[config.mk]
export PLATFORM = sky130hd
export DESIGN_NAME = phase_extract_ctrl_flat
export DESIGN_NICKNAME = d
export VERILOG_FILES = /design/src/rtl/phase_extract_ctrl_if.sv /design/src/rtl/phase_extract_ctrl.sv /design/src/flat_wrapper.sv
export SDC_FILE = /design/constraint.sdc
export NUM_CORES = 1
export LEC_CHECK = 0
export CORE_ASPECT_RATIO = 0.75
export CORE_MARGIN = 1.5
export CORE_UTILIZATION = 55
export CTS_BUF_LIST = sky130_fd_sc_hd__clkbuf_8
export DETAILED_ROUTE_END_ITERATION = 10
export MAX_ROUTING_LAYER = met4
export PLACE_DENSITY_LB_ADDON = 0.25
export SYNTH_ARGS = -nofsm -noshare
export SYNTH_HDL_FRONTEND = slang
export SYNTH_SLANG_ARGS = --single-unit
[constraint.sdc]
create_clock -name clk -period 2.6 [get_ports clk]
set_input_delay 0.78 -clock clk [delete_from_list [all_inputs] [get_ports clk]]
set_output_delay 0.78 -clock clk [all_outputs]
set_load 0.005 [all_outputs]
[src/rtl/phase_extract_ctrl_if.sv]
// Status/framing signals from the phase-extraction chain (fft and peak_detect sources).
// The chain drives them through the master modport; the controller observes them through the slave modport.
interface phase_extract_ctrl_if;
    logic fft_sop;
    logic fft_eop;
    logic fft_valid;
    logic peak_eop;
    logic peak_valid;

    modport master (
        output fft_sop,
        output fft_eop,
        output fft_valid,
        output peak_eop,
        output peak_valid
    );

    modport slave (
        input fft_sop,
        input fft_eop,
        input fft_valid,
        input peak_eop,
        input peak_valid
    );
endinterface

[src/rtl/phase_extract_ctrl.sv]
// Start/reset sequencer for the input buffer -> fft -> cart2polar -> peak detection chain.
// It counts peak frames up to RUNS and supervises fft packet framing and stall timeouts.
module phase_extract_ctrl #(
    parameter int unsigned RUNS         = 4,
    parameter int unsigned RESET_CYCLES = 4,
    parameter int unsigned TIMEOUT      = 65535,
    parameter int unsigned CNT_WIDTH    = 16
) (
    input  logic                 clk,
    input  logic                 reset,
    input  logic                 start,
    input  logic                 abort,
    phase_extract_ctrl_if.slave  chain,
    output logic                 time_reset,
    output logic                 fft_reset,
    output logic                 peak_reset,
    output logic                 busy,
    output logic                 done,
    output logic [CNT_WIDTH-1:0] run_count,
    output logic [1:0]           error
);

    localparam logic [CNT_WIDTH-1:0] RstLast  = CNT_WIDTH'(RESET_CYCLES - 1);
    localparam logic [CNT_WIDTH-1:0] TmoLast  = CNT_WIDTH'(TIMEOUT - 1);
    localparam logic [CNT_WIDTH-1:0] RunsVal  = CNT_WIDTH'(RUNS);
    localparam logic [CNT_WIDTH-1:0] RunsLast = CNT_WIDTH'(RUNS - 1);

    localparam logic [1:0] ErrNone    = 2'd0;
    localparam logic [1:0] ErrFraming = 2'd1;
    localparam logic [1:0] ErrTimeout = 2'd2;

    typedef enum logic [2:0] {
        StIdle,
        StReset,
        StRun,
        StDone,
        StErr
    } state_e;

    state_e               state_q, state_d;
    logic [CNT_WIDTH-1:0] cnt_q, cnt_d;
    logic [CNT_WIDTH-1:0] run_count_q, run_count_d;
    logic [1:0]           error_q, error_d;
    logic                 in_frame_q, in_frame_d;
    logic                 done_q, done_d;
    logic                 chain_rst_q;
    logic                 busy_q;

    logic sop_hit, eop_hit, peak_end, frame_err;

    assign sop_hit  = chain.fft_valid & chain.fft_sop;
    assign eop_hit  = chain.fft_valid & chain.fft_eop;
    assign peak_end = chain.peak_valid & chain.peak_eop;
    // A same-cycle sop+eop is a complete single-sample frame, never a framing fault.
    assign frame_err = (sop_hit & ~eop_hit & in_frame_q) | (eop_hit & ~sop_hit & ~in_frame_q);

    // cnt_q counts reset cycles in StReset and idle cycles since the last frame end in StRun.
    always_comb begin
        state_d     = state_q;
        cnt_d       = cnt_q;
        run_count_d = run_count_q;
        error_d     = error_q;
        in_frame_d  = 1'b0;
        done_d      = 1'b0;

        unique case (state_q)
            StIdle: begin
                if (start) begin
                    state_d     = StReset;
                    cnt_d       = '0;
                    run_count_d = '0;
                    error_d     = ErrNone;
                end
            end
            StReset: begin
                if (abort) begin
                    state_d = StIdle;
                end else if (cnt_q == RstLast) begin
                    state_d = StRun;
                    cnt_d   = '0;
                end else begin
                    cnt_d = cnt_q + 1'b1;
                end
            end
            StRun: begin
                in_frame_d = in_frame_q;
                if (sop_hit) in_frame_d = 1'b1;
                if (eop_hit) in_frame_d = 1'b0;

                if (abort) begin
                    state_d = StIdle;
                end else if (frame_err) begin
                    state_d = StErr;
                    error_d = ErrFraming;
                end else if (peak_end) begin
                    cnt_d = '0;
                    if (run_count_q < RunsVal) run_count_d = run_count_q + 1'b1;
                    if (run_count_q == RunsLast) begin
                        state_d = StDone;
                        done_d  = 1'b1;
                    end
                end else if (cnt_q == TmoLast) begin
                    state_d = StErr;
                    error_d = ErrTimeout;
                end else begin
                    cnt_d = cnt_q + 1'b1;
                end
            end
            StDone, StErr: begin
                if (abort) begin
                    state_d = StIdle;
                end else if (start) begin
                    state_d     = StReset;
                    cnt_d       = '0;
                    run_count_d = '0;
                    error_d     = ErrNone;
                end
            end
            default: state_d = StIdle;
        endcase
    end

    // Outputs are registered from the next state so they track the state they describe.
    always_ff @(posedge clk) begin
        if (reset) begin
            state_q     <= StIdle;
            cnt_q       <= '0;
            run_count_q <= '0;
            error_q     <= ErrNone;
            in_frame_q  <= 1'b0;
            done_q      <= 1'b0;
            chain_rst_q <= 1'b1;
            busy_q      <= 1'b0;
        end else begin
            state_q     <= state_d;
            cnt_q       <= cnt_d;
            run_count_q <= run_count_d;
            error_q     <= error_d;
            in_frame_q  <= in_frame_d;
            done_q      <= done_d;
            chain_rst_q <= (state_d != StRun);
            busy_q      <= (state_d == StReset) || (state_d == StRun);
        end
    end

    assign time_reset = chain_rst_q;
    assign fft_reset  = chain_rst_q;
    assign peak_reset = chain_rst_q;
    assign busy       = busy_q;
    assign done       = done_q;
    assign run_count  = run_count_q;
    assign error      = error_q;

endmodule

[src/flat_wrapper.sv]
// flat-port wrapper written by rule: the top's interface ports become plain ports
module phase_extract_ctrl_flat 
#(
    parameter int unsigned RUNS         = 4,
    parameter int unsigned RESET_CYCLES = 4,
    parameter int unsigned TIMEOUT      = 65535,
    parameter int unsigned CNT_WIDTH    = 16
)
  (clk, reset, start, abort, time_reset, fft_reset, peak_reset, busy, done, run_count, error, chain_fft_sop, chain_fft_eop, chain_fft_valid, chain_peak_eop, chain_peak_valid);
  phase_extract_ctrl_if chain_i ();
  input  logic clk;
  input  logic reset;
  input  logic start;
  input  logic abort;
  output logic time_reset;
  output logic fft_reset;
  output logic peak_reset;
  output logic busy;
  output logic done;
  output logic [CNT_WIDTH-1:0] run_count;
  output logic [1:0] error;
  input wire logic [$bits(chain_i.fft_sop)-1:0] chain_fft_sop;
  input wire logic [$bits(chain_i.fft_eop)-1:0] chain_fft_eop;
  input wire logic [$bits(chain_i.fft_valid)-1:0] chain_fft_valid;
  input wire logic [$bits(chain_i.peak_eop)-1:0] chain_peak_eop;
  input wire logic [$bits(chain_i.peak_valid)-1:0] chain_peak_valid;
  assign chain_i.fft_sop = chain_fft_sop;
  assign chain_i.fft_eop = chain_fft_eop;
  assign chain_i.fft_valid = chain_fft_valid;
  assign chain_i.peak_eop = chain_peak_eop;
  assign chain_i.peak_valid = chain_peak_valid;
  phase_extract_ctrl #(.RUNS(RUNS), .RESET_CYCLES(RESET_CYCLES), .TIMEOUT(TIMEOUT), .CNT_WIDTH(CNT_WIDTH)) u_core (.clk(clk), .reset(reset), .start(start), .abort(abort), .chain(chain_i), .time_reset(time_reset), .fft_reset(fft_reset), .peak_reset(peak_reset), .busy(busy), .done(done), .run_count(run_count), .error(error));
endmodule
==> impl_metrics.env, run 1 <==
export IMPL_yosysSeqAreaShare_pct=39.40
export IMPL_min_period_ns=2.376
export IMPL_ys_seq_elements=41
export IMPL_rrSetupSlack_ns=0.51
export IMPL_drc=0
export IMPL_crit_path_start_kind="primary input"
export IMPL_totalWireLength_mm=4.580
export IMPL_drtIter0Drc=128
export IMPL_synthMuxAreaShare_pct=0.9610
export IMPL_synth_avg_cell_area_um2=8.865
export IMPL_die_area_mm2=0.004170
export IMPL_grt_pass1_vias=1599
export IMPL_slew_headroom_pct=71.65
export IMPL_cts_tree="yes"
export IMPL_final_common_cell="dfxtp_1"
export IMPL_p_per_area_mw_per_mm2=501.3
export IMPL_cp_endpoint="u_core.busy$_SDFF_PP0_"
export IMPL_worstSetupEndpointType="flop"
export IMPL_place_congestion=0.9411
export IMPL_timing_fmax_mhz=420.8
export IMPL_ys_types=53
export IMPL_hpwlAfterDp_mm=3.273
export IMPL_synthCells=235
export IMPL_via_per_inst=5.632
export IMPL_track_usage_pct=24.06
export IMPL_start_util_pct=57.28
export IMPL_num_nets_final=285
export IMPL_setup_viol=0
export IMPL_antennaDiodeCount=0
export IMPL_clk_pin_slew_worst_paths_ns=0.09
export IMPL_chipHeight_um=56.30
export IMPL_synth_top_family_by_area="simple AND/OR/NAND/NOR gates"
export IMPL_grt_pass1_wl_mm=7.576
export IMPL_synthesis_nets=247
export IMPL_hold_path_class="reg2reg"
export IMPL_num_io_pins=32
export IMPL_synth_ff_type="dfxtp_1"
export IMPL_drtPass1Iterations=4
export IMPL_core_mm2=0.003637
export IMPL_cts_resized=0
export IMPL_synth_edf_count=0
export IMPL_synth_xor_area_share_pct=5.465
export IMPL_reg2reg_to="u_core.run_count[0]$_SDFFE_PP0P_"
export IMPL_fin_skew_ns=0.008217
export IMPL_cts_max_path_buffers=2
export IMPL_drive_gt1_share_pct=11.68
export IMPL_async_flop_share_pct=0
export IMPL_startpoint="abort"
export IMPL_postRouteAntennaNets=0
export IMPL_maxCapViolations=0
export IMPL_antenna_found_initial=0
export IMPL_ctsHtreeMaxLevel=2
export IMPL_dp_cells=318
export IMPL_io_buffers=31
export IMPL_hold_ws_ns=0.4774
export IMPL_rows=19
export IMPL_final_cell_mix="dfxtp_1 (41), clkdlybuf4s50_1 (31), nor2_1 (28), nand2_1 (17), nor4_1 (14)"
export IMPL_yosysWarnings=0
export IMPL_ctsHoldBuffers=0
export IMPL_hold_viol=0
export IMPL_synthToLayoutAreaGrowth_pct=23.72
export IMPL_status="finished, final reports clean"
export IMPL_tightest_slew_ns=0.4239
export IMPL_syn_area_mm2=0.002083
export IMPL_grt_overflow=0
export IMPL_ir_worst_vdd_mv=0.3471
export IMPL_finalMaxSlewViolations=0
export IMPL_path_class="in2reg"
export IMPL_via_count=1836
export IMPL_post_drt_wl_per_cell_um=14.05
export IMPL_postCtsSetupBuffers=0
export IMPL_fp_dieW_um=74.07
export IMPL_rr_worst_depth=5
export IMPL_cts_root_buf="clkbuf_8"
export IMPL_reg2reg_from="u_core.state_q[1]$_SDFF_PP0_"
export IMPL_cp_arrival_ns=2.60
export IMPL_path_max_fanout=5
export IMPL_slowest_stage="or4_1"
export IMPL_crit_required_ns=2.83
export IMPL_p_leak_nw=0.8949
export IMPL_crit_chain="clkdlybuf4s50_1, and2b_1, nand2_1, or4_1, nor3b_1, xnor2_1, nor3b_2"
export IMPL_yosys_area_share_adder_pct=1.802
export IMPL_grt_max_degree=15
export IMPL_clk_latency_ns=0.29
export IMPL_cts_sinks=41
export IMPL_finalNonFillerCells=326
export IMPL_synth_simple_area_share_pct=34.65
export IMPL_critPathMaxStageDelay_ns=0.54
export IMPL_synth_compound_area_share_pct=12.25
export IMPL_cts_inserted_buffers=5
export IMPL_rsz0062_at_grt="false"
export IMPL_period_share_pct=91.39
[state kept, by name, indices dropped and copies added, names as in the netlist]
| name | cells |
|---|---|
| u_core.busy | 1 |
| u_core.fft_reset | 1 |
| u_core.done | 1 |
| u_core.run_count | 16 |
| u_core.in_frame_q | 1 |
| u_core.state_q | 3 |
| u_core.error | 2 |
| u_core.cnt_q | 16 |
[through the flow]
step,instance area [um2],setup TNS [ns],util (%),power (mW),setup slack [ns]
after global placement,2462,0,67.70,0.7883,0.004774
final,2577,0,70.86,1.292,0.2239
after floorplan,2083,0,-,0.7406,0.4637
after global routing,2577,0,70.86,1.347,0.1352
after detailed placement,2462,-0.02800,67.70,0.7896,-0.02800
after CTS,2577,0,70.86,1.296,0.2342
[how the worst min path moves through the flow]
stage / slack [ns] / cells past startpoint / endpoint / startpoint
finish: 0.48 / 2 / u_core.error[1]$_SDFFE_PP0P_ / u_core.error[1]$_SDFFE_PP0P_
detailed placement: 0.47 / 2 / u_core.error[1]$_SDFFE_PP0P_ / u_core.error[1]$_SDFFE_PP0P_
CTS: 0.48 / 2 / u_core.error[1]$_SDFFE_PP0P_ / u_core.error[1]$_SDFFE_PP0P_
global route: 0.51 / 1 / u_core.run_count[15]$_SDFFE_PP0P_ / u_core.run_count[15]$_SDFFE_PP0P_
global placement: 0.47 / 1 / u_core.run_count[10]$_SDFFE_PP0P_ / u_core.run_count[10]$_SDFFE_PP0P_
floorplan: 0.47 / 2 / u_core.error[1]$_SDFFE_PP0P_ / u_core.error[1]$_SDFFE_PP0P_
[metal layers]
layer  GRT usage [%]  vias up  share of wire, %
met3           7.899        6               8.1
met5               -        -                 0
met4           5.556        0              0.66
met2           30.36       77                40
li1                -      928                 -
met1           36.58      825                51
[worst max-delay path: cells and delay by family]
kind	cells	cell delay, ns
buffers and inverters	1	0.42
and+or+nand+nor	5	1.25
xor gates and xnor gates	1	0.15
[power by group]
group	internal [mW]	switching [mW]	leakage, nW	total, mW
logic	0.0652	0.0713	0.510	0.136
clock network	0.287	0.228	0.0543	0.515
registers	0.634	0.00709	0.331	0.641
[area by class of cell]
| cell class | count | area, um2 |
|---|---|---|
| Multi-Input combinational cell | 178 | 1149 |
| Fill cell | 298 | 1060 |
| Sequential cell | 41 | 820.8 |
| Timing Repair Buffer | 43 | 412.9 |
| Clock buffer | 5 | 68.82 |
| Tap cell | 52 | 65.06 |
| Clock inverter | 3 | 46.29 |
| Inverter | 4 | 15.01 |
[kinds of logic (layout without fill, tap and decap cells)]
family          Yosys count  count (layout)
simple gates            124             124
fa+ha+maj                 3               3
xor+xnor                 13              13
mux                       2               2
buf+inv                  16              55
compound gates           36              36
flops                    41              41
[Yosys cell counts, types with 6 or more instances]
library cell | count | share of area [%]
dfxtp_1 | 41 | 39
nand2_1 | 17 | 3.1
nor2b_1 | 6 | 1.8
nor4_1 | 14 | 4.2
nor2_1 | 28 | 5.0
a21oi_1 | 8 | 1.9
and2_1 | 11 | 3.3
xnor2_1 | 12 | 5.0
o21ai_0 | 6 | 1.4
nand3_1 | 8 | 1.9
(Power assumes the default switching activity.)
==> run 2: changes to the inputs <==
--- a/config.mk
+++ b/config.mk
@@ -6,7 +6,7 @@
 export NUM_CORES = 1
 export LEC_CHECK = 0
 export CORE_ASPECT_RATIO = 0.75
-export CORE_MARGIN = 1.5
+export CORE_MARGIN = 2
 export CORE_UTILIZATION = 55
 export CTS_BUF_LIST = sky130_fd_sc_hd__clkbuf_8
 export DETAILED_ROUTE_END_ITERATION = 10
==> impl_metrics.env, run 2 (synthesis results as in run 1) <==
export IMPL_grt_max_degree=16
export IMPL_power_switching_fraction_pct=26.27
export IMPL_grt_overflow=0
export IMPL_rsz0062_at_grt="false"
export IMPL_place_congestion=0.9139
export IMPL_worstHoldPathCells=2
export IMPL_crit_chain="clkdlybuf4s50_1, and2b_1, nand2_1, or4_1, nor3b_1, xnor2_1, nor3b_2"
export IMPL_final_core_util_pct=70.69
export IMPL_status="finished, final reports clean"
export IMPL_hold_viol=0
export IMPL_crit_required_ns=2.82
export IMPL_setup_viol=0
export IMPL_finalMaxSlewViolations=0
export IMPL_num_nets_final=287
export IMPL_cts_max_path_buffers=2
export IMPL_track_usage_pct=23.67
export IMPL_cts_resized=0
export IMPL_reg2reg_from="u_core.cnt_q[0]$_SDFFE_PP0P_"
export IMPL_drt_met1_wl_mm=2.448
export IMPL_final_common_cell="dfxtp_1"
export IMPL_clk_latency_ns=0.30
export IMPL_multiInputGateArea_mm2=0.001149
export IMPL_start_util_pct=57.28
export IMPL_power_switching_uw=318.4
export IMPL_period_share_pct=94.14
export IMPL_core_mm2=0.003637
export IMPL_via_count=1820
export IMPL_die_area_mm2=0.004301
export IMPL_hold_end="u_core.error[1]$_SDFFE_PP0P_"
export IMPL_dp_cells=320
export IMPL_postCtsSetupBuffers=0
export IMPL_worstSetupEndpointType="flop"
export IMPL_fin_area_mm2=0.002571
export IMPL_path_class="in2reg"
export IMPL_p_int_uw=893.3
export IMPL_drive_gt1_share_pct=12.32
export IMPL_grt_pass1_wl_mm=7.562
export IMPL_slew_headroom_pct=71.62
export IMPL_min_period_ns=2.448
export IMPL_cts_inserted_buffers=5
export IMPL_tightest_slew_ns=0.4243
export IMPL_top_layer_used="met4"
export IMPL_clkPwrFrac_pct=35.7
export IMPL_reg2reg_to="u_core.busy$_SDFF_PP0_"
export IMPL_rows=19
export IMPL_timing_fmax_mhz=408.5
export IMPL_dr_wl_met3_um=268
export IMPL_post_drt_wl_per_cell_um=13.85
export IMPL_hpwlAfterDp_mm=3.343
export IMPL_num_io_pins=32
export IMPL_drtPass1Iterations=4
export IMPL_slowest_stage="or4_1"
export IMPL_p_leak_nw=0.8951
export IMPL_rr_worst_depth=7
export IMPL_via_per_inst=5.549
export IMPL_p_seq_share_pct=52.9
export IMPL_seq_area_um2=820.8
export IMPL_drc=0
export IMPL_ctsHtreeMaxLevel=2
export IMPL_drtIter0Drc=152
export IMPL_cts_root_buf="clkbuf_8"
export IMPL_path_max_fanout=5
export IMPL_fillCellCount=296
export IMPL_final_cell_mix="dfxtp_1 (41), clkdlybuf4s50_1 (31), nor2_1 (28), nand2_1 (17), nor4_1 (14)"
export IMPL_cts_tree="yes"
export IMPL_fin_ws_ns=0.1523
export IMPL_place_ws_ns=-0.08899
export IMPL_synthToLayoutAreaGrowth_pct=23.42
export IMPL_critPathMaxStageDelay_ns=0.54
export IMPL_cts_sinks=41
export IMPL_placed_cell_area_mm2=0.002477
export IMPL_rrSetupSlack_ns=0.54
export IMPL_met2_length_mm=1.783
export IMPL_maxCapViolations=0
export IMPL_ir_worst_vdd_mv=0.3673
export IMPL_cp_arrival_ns=2.66
export IMPL_hold_path_class="reg2reg"
export IMPL_io_buffers=31
export IMPL_clk_pin_slew_worst_paths_ns=0.09
export IMPL_finalNonFillerCells=328
export IMPL_chipHeight_um=57.30
export IMPL_postRouteAntennaNets=0
export IMPL_antennaDiodeCount=0
export IMPL_fp_dieW_um=75.07
export IMPL_crit_path_start_kind="primary input"
export IMPL_p_per_area_mw_per_mm2=471.3
export IMPL_grt_pass1_vias=1608
export IMPL_ctsHoldBuffers=0
export IMPL_totalWireLength_mm=4.544
export IMPL_antenna_found_initial=0
export IMPL_p_comb_share_pct=11.4
export IMPL_min_delay_start="u_core.error[1]$_SDFFE_PP0P_"
export IMPL_fin_skew_ns=0.008929
==> run 2: worst max path at each step <==
stage / startpoint / endpoint / slack [ns] / depth (start not counted)
2_1_floorplan: abort / u_core.busy$_SDFF_PP0_ / 0.46 / 6
3_3_place_gp: abort / u_core.busy$_SDFF_PP0_ / -0.004 / 7
3_5_place_dp: chain_fft_sop / u_core.busy$_SDFF_PP0_ / -0.09 / 7
4_1_cts: abort / u_core.busy$_SDFF_PP0_ / 0.18 / 7
5_1_grt: abort / u_core.busy$_SDFF_PP0_ / 0.08 / 7
6_report: abort / u_core.busy$_SDFF_PP0_ / 0.15 / 7
==> run 2: area by class of cell <==
class | count | share of cell area (%)
repair buffers | 45 | 16.64
well taps | 52 | 2.530
flip-flops and latches | 41 | 31.92
inverters | 4 | 0.5839
clock buffers | 5 | 2.676
multi-input cells | 178 | 44.67
clock inverters | 3 | 0.9732
==> run 2: layer usage <==
layer	track usage (%)	vias to the layer above
li1	-	931
met2	29.95	49
met1	36.42	835
met4	6.888	0
met5	-	-
met3	6.007	5
==> run 2: per-stage QoR <==
step	total power [mW]	TNS, ns	hold WS (ns)
after floorplan	0.7406	0	0.4652
after global placement	0.7891	-0.003919	0.4730
after detailed placement	0.7904	-0.1699	0.4745
after CTS	1.219	0	0.4936
after global routing	1.267	0	0.5097
final	1.212	0	0.4869
==> run 2: critical path: cells and delay by family <==
kind	cells	cell delay, ns
buffers and inverters	1	0.42
xor gates and xnor gates	1	0.16
and+or+nand+nor	5	1.31
==> run 2: power by group through the flow <==
stage | clock network [mW] | registers, mW | logic, mW
finish | 0.433 | 0.641 | 0.138
global route | 0.475 | 0.642 | 0.149
CTS | 0.441 | 0.641 | 0.136
detailed placement | 0 | 0.655 | 0.135
global placement | 0 | 0.655 | 0.134
floorplan | 0 | 0.654 | 0.0865
==> run 3: changes to the inputs <==
--- a/config.mk
+++ b/config.mk
@@ -12,6 +12,7 @@
 export DETAILED_ROUTE_END_ITERATION = 10
 export MAX_ROUTING_LAYER = met4
 export PLACE_DENSITY_LB_ADDON = 0.25
+export SKIP_LAST_GASP = 1
 export SYNTH_ARGS = -nofsm -noshare
 export SYNTH_HDL_FRONTEND = slang
 export SYNTH_SLANG_ARGS = --single-unit
==> results of run 3 <==
Final layout, timing and power as in run 2 (identical DEF).
